## src/rtl/serial_subtractor.sv

```systemverilog
// Bit-serial N-bit subtractor (a - b), LSB first, one bit per clock.
// A single borrow flop carries the borrow between cycles; start/done handshake around it.
module serial_subtractor #(
  parameter int N = 8
) (
  input  logic         clk,
  input  logic         rst,
  input  logic         start,
  input  logic [N-1:0] a,
  input  logic [N-1:0] b,
  output logic         busy,
  output logic         done,
  output logic         sbit,
  output logic [N-1:0] diff,
  output logic         borrow,
  output logic         ovf,
  output logic [1:0]   state_dbg
);

  localparam int CW = $clog2(N);
  localparam logic [CW-1:0] LAST = CW'(N - 1);

  typedef enum logic [1:0] {
    IDLE = 2'd0,
    RUN  = 2'd1,
    DONE = 2'd2
  } state_t;

  state_t         state_q, state_d;
  logic [N-1:0]   sa_q, sb_q, sr_q, sr_d;
  logic           bf_q, bf_d;
  logic [CW-1:0]  cnt_q;
  logic           a_msb_q, b_msb_q;
  logic [N-1:0]   diff_q;
  logic           borrow_q, ovf_q;
  logic           d_bit;
  logic           last_bit;

  // Full-subtractor cell on the current LSBs and the stored borrow.
  assign d_bit    = sa_q[0] ^ sb_q[0] ^ bf_q;
  assign bf_d     = (~sa_q[0] & sb_q[0]) | (~(sa_q[0] ^ sb_q[0]) & bf_q);
  assign sr_d     = {d_bit, sr_q[N-1:1]};
  assign last_bit = (cnt_q == LAST);

  always_ff @(posedge clk) begin
    if (rst) state_q <= IDLE;
    else     state_q <= state_d;
  end

  always_comb begin
    state_d = state_q;
    case (state_q)
      IDLE:    if (start) state_d = RUN;
      RUN:     if (last_bit) state_d = DONE;
      DONE:    state_d = IDLE;
      default: state_d = IDLE;
    endcase
  end

  always_comb begin
    busy = 1'b0;
    done = 1'b0;
    sbit = 1'b0;
    case (state_q)
      RUN: begin
        busy = 1'b1;
        sbit = d_bit;
      end
      DONE: begin
        busy = 1'b1;
        done = 1'b1;
      end
      default: ;
    endcase
  end

  always_ff @(posedge clk) begin
    if (rst) begin
      sa_q     <= '0;
      sb_q     <= '0;
      sr_q     <= '0;
      bf_q     <= 1'b0;
      cnt_q    <= '0;
      a_msb_q  <= 1'b0;
      b_msb_q  <= 1'b0;
      diff_q   <= '0;
      borrow_q <= 1'b0;
      ovf_q    <= 1'b0;
    end else begin
      case (state_q)
        IDLE: begin
          if (start) begin
            sa_q    <= a;
            sb_q    <= b;
            sr_q    <= '0;
            bf_q    <= 1'b0;
            cnt_q   <= '0;
            a_msb_q <= a[N-1];
            b_msb_q <= b[N-1];
          end
        end
        RUN: begin
          sa_q  <= sa_q >> 1;
          sb_q  <= sb_q >> 1;
          sr_q  <= sr_d;
          bf_q  <= bf_d;
          cnt_q <= cnt_q + CW'(1);
          // Results publish only on the last bit so they hold steady between operations.
          if (last_bit) begin
            diff_q   <= sr_d;
            borrow_q <= bf_d;
            ovf_q    <= (a_msb_q ^ b_msb_q) & (a_msb_q ^ d_bit);
          end
        end
        default: ;
      endcase
    end
  end

  assign diff      = diff_q;
  assign borrow    = borrow_q;
  assign ovf       = ovf_q;
  assign state_dbg = state_q;

endmodule

```

## config.mk

```make
export PLATFORM = sky130hd
export DESIGN_NAME = serial_subtractor
export DESIGN_NICKNAME = d
export VERILOG_FILES = /design/src/rtl/serial_subtractor.sv
export SDC_FILE = /design/constraint.sdc
export NUM_CORES = 1
export LEC_CHECK = 0
export ABC_AREA = 1
export CORE_ASPECT_RATIO = 0.9
export CORE_UTILIZATION = 55
export CTS_CLUSTER_DIAMETER = 100
export CTS_CLUSTER_SIZE = 28
export DETAILED_ROUTE_END_ITERATION = 16
export GPL_ROUTABILITY_DRIVEN = 0
export PLACE_DENSITY = 0.83
export SLEW_MARGIN = 20
export SYNTH_ARGS = -nofsm -noshare
export SYNTH_HDL_FRONTEND = slang
export SYNTH_SLANG_ARGS = --single-unit
```

## constraint.sdc

```tcl
create_clock -name clk -period 2.9 [get_ports clk]
set_input_delay 0.58 -clock clk [delete_from_list [all_inputs] [get_ports clk]]
set_output_delay 0.58 -clock clk [all_outputs]
set_load 0.02 [all_outputs]
```

==> impl_results.rst <==
.. list-table::
   :header-rows: 1

   * - Metric
     - Value
   * - Run status
     - finished clean
   * - Total standard cell area after synthesis
     - 1940 µm²
   * - Post-synth EDFFs
     - 0
   * - Share of post-route cells with drive strength above 1
     - 0.0635
   * - Clock Skews
     - 0.00858 ns
   * - Slew Limit Headroom
     - 0.543
   * - Crit Path Class
     - reg2out
   * - Starting density of the core
     - 0.574
   * - Maximum number of pins on one net before global-route repair
     - 28
   * - GRT Resource Usage Total
     - 0.225
   * - Maximum clock path buffer count
     - 2
   * - Clock root buffer
     - sky130_fd_sc_hd__clkbuf_8
   * - GR Overflow Total
     - 0
   * - Post-cts hold buffer count
     - 0
   * - Leakage
     - 1.02 nW
   * - Worst path buffer plus inverter count
     - 3
   * - Classification of the worst-slack hold path
     - reg2reg
   * - FFs w/ async S/R, synth
     - 0
   * - Most used flip-flop cell after synthesis
     - sky130_fd_sc_hd__dfxtp_1
   * - Top-count cell post-synth
     - sky130_fd_sc_hd__nand2_1
   * - Setup Buffers After CTS
     - 0
   * - Antenna cells
     - 0
   * - Cell with the largest stage delay on the worst path
     - sky130_fd_sc_hd__clkdlybuf4s50_1
   * - IO Pins
     - 34
   * - Pwr per Cell Area
     - 545 nW/µm²
   * - Most common library cells after synthesis
     - 72 x sky130_fd_sc_hd__nand2_1, 50 x sky130_fd_sc_hd__nor2_1, 41 x sky130_fd_sc_hd__dfxtp_1
   * - Die outline area
     - 3770 µm²
   * - Clock-pin transition on the worst setup and hold timing paths
     - 0.07 ns
   * - FP Rows
     - 20
   * - Post-cts resize count
     - 0
   * - Final setup violation count
     - 0
   * - Slew at the pin with the worst max-slew slack
     - 0.684 ns
   * - Sequential-to-total area share from yosys stat
     - 0.423
   * - Average footprint of a synthesized cell
     - 7.16 µm²
   * - Total negative slack for setup checks
     - 0 ns
   * - Final Routed Wirelength
     - 3800 µm
   * - Max stage delay on crit path
     - 0.61 ns
   * - Average wire length per cell after detail routing
     - 11.1 µm
   * - Count of warnings emitted by yosys
     - 0
   * - Timing-limited maximum frequency
     - 394 MHz
   * - Clock buffers created by TritonCTS
     - 5
   * - Worst-path maximum fanout
     - 4
   * - Setup crit start kind
     - flip-flop
   * - Endpoint kind of the worst setup timing path
     - output port
   * - Remaining antenna violation count
     - 0
   * - DRC violation count after routing
     - 0
   * - Area overhead of the layout relative to synthesis
     - 21.1%
   * - Post-detail-place hpwl
     - 2450 µm
   * - Layout Nets
     - 323
   * - Count of vias placed by the detailed router
     - 1753
   * - # clock sinks
     - 41
   * - Highest ir drop seen on vdd
     - 414 µV
   * - # fillers
     - 300
   * - Layout Cell Area excl Fill
     - 2350 µm²
   * - Number of nets in the synthesized netlist
     - 296
   * - Register bit count reported by yosys
     - 41
   * - Cell breakdown of the critical path
     - inv_1 > fa_1 > nand2_1 > inv_1 > clkdlybuf4s50_1
   * - Required time of the critical path
     - 2.32 ns
   * - Router iterations before antenna repair
     - 4
   * - Cell type group with the largest total delay on the critical path
     - buffers and inverters
   * - Cell taking the most area after synthesis
     - sky130_fd_sc_hd__dfxtp_1
   * - Ratio of final minimum period to clock period
     - 0.875
   * - Latest clock arrival within the worst-skew pair
     - 0.29 ns
   * - Tmin final
     - 2.54 ns
   * - Max-slew violation total from the final report
     - 0
   * - Final hold viol count
     - 0
   * - Number of violations of the max-capacitance limit
     - 0
   * - Unrepaired setup endpoints after global routing
     - false
   * - H-tree depth
     - 2
   * - Wire length of the first global-routing pass
     - 6470 µm
   * - Tightest hold margin
     - 0.486 ns
   * - Number of antenna violations at the first check in global routing
     - 0
   * - Count of buffers from port buffering
     - 33
   * - Distinct cells, synth
     - 19
   * - Synthesized instance count
     - 271
   * - Floorplan die height
     - 58.4 µm
   * - Average vias per placed instance
     - 5.11
   * - Synth top area share
     - 0.423
   * - Crit path top cell by count
     - sky130_fd_sc_hd__inv_1
   * - Number of global-route vias before repair
     - 1507
   * - Worst EP arrival
     - 1.96 ns
   * - Floorplan core area
     - 3380 µm²
   * - TritonCTS clock tree
     - built
   * - Post-detailed-placement cell area
     - 2230 µm²
   * - Cell types with the largest area share after synthesis
     - sky130_fd_sc_hd__dfxtp_1 42%, sky130_fd_sc_hd__nand2_1 14%, sky130_fd_sc_hd__nor2_1 9.7%, sky130_fd_sc_hd__nand3_1 7.0%, sky130_fd_sc_hd__nand3b_1 4.6%
   * - Die width
     - 64.6 µm
   * - DRC violation total after the first TritonRoute iteration
     - 134
-- per-stage QoR --
stage	util	total power, mW	setup WS (ns)	cells
final	0.696	1.28	0.364	343
after global placement	0.660	0.814	0.699	335
after detailed placement	0.660	0.818	0.673	335
after floorplan	-	0.770	1.23	271
after global routing	0.696	1.34	0.232	343
after CTS	0.696	1.29	0.353	343
-- cell families after synthesis --
family | count (synthesis) | share of synthesized area
and+or+nand+nor | 164 | 0.371
adders and majority gates | 6 | 0.0426
buffers and inverters | 33 | 0.0935
AOI/OAI and AO/OA | 27 | 0.0696
DFF | 41 | 0.423
-- power breakdown --
part           internal, mW  switching [mW]
clock network         0.280           0.196
logic                0.0826           0.119
registers             0.591          0.0142
-- layout by cell type, fill, tap and decap left out --
cell type / instances
sky130_fd_sc_hd__clkdlybuf4s50_1: 33
sky130_fd_sc_hd__nand2_2: 1
sky130_fd_sc_hd__bufinv_16: 1
sky130_fd_sc_hd__nand2_4: 1
sky130_fd_sc_hd__dfxtp_1: 41
sky130_fd_sc_hd__o21ai_0: 9
sky130_fd_sc_hd__inv_2: 5
sky130_fd_sc_hd__fa_1: 1
sky130_fd_sc_hd__ha_1: 5
sky130_fd_sc_hd__nand2_1: 72
sky130_fd_sc_hd__buf_4: 3
sky130_fd_sc_hd__inv_1: 12
sky130_fd_sc_hd__nand2_8: 1
sky130_fd_sc_hd__a21oi_1: 17
sky130_fd_sc_hd__clkbuf_8: 6
sky130_fd_sc_hd__nand3b_1: 12
sky130_fd_sc_hd__nand3_1: 27
sky130_fd_sc_hd__clkinvlp_4: 1
sky130_fd_sc_hd__o21ai_1: 1
sky130_fd_sc_hd__nor2_1: 50
-- worst paths after layout --
check               start       end  slack (ns)  depth (start not counted)
max reg2reg  state_dbg[0]  cnt_q[1]        1.06                          6
max               sb_q[0]      sbit        0.36                          5
min               a_msb_q   a_msb_q        0.49                          2
min reg2reg       a_msb_q   a_msb_q        0.49                          2
-- tightest hold or removal path, delay by kind of cell, from the launching register on --
family	cells	cell delay, ns
simple gates	1	0.06
compound gates	1	0.05
flops	1	0.33
-- flip-flops by register name, indices dropped and copies added (netlist names) --
register,count
sb_q,8
diff,8
bf_q,1
a_msb_q,1
b_msb_q,1
borrow,1
sr_q,7
state_dbg,2
ovf,1
cnt_q,3
sa_q,8
-- final cells by class --
| type | instances | area [µm²] | share of cell area |
|---|---|---|---|
| well taps | 44 | 55.1 | 0.0234 |
| multi-input cells | 197 | 938 | 0.399 |
| clock inverters | 2 | 37.5 | 0.0160 |
| clock buffers | 6 | 82.6 | 0.0351 |
| flip-flops and latches | 41 | 821 | 0.349 |
| repair buffers | 36 | 353 | 0.150 |
| inverters | 17 | 63.8 | 0.0271 |
-- routing by layer --
layer,part of all wire,up-vias,GRT usage
met5,0,-,0
met4,0.016,0,0.105
met3,0.064,7,0.0736
met2,0.46,58,0.349
met1,0.46,774,0.286
li1,-,914,-
Power figures use the tool's default switching activity.
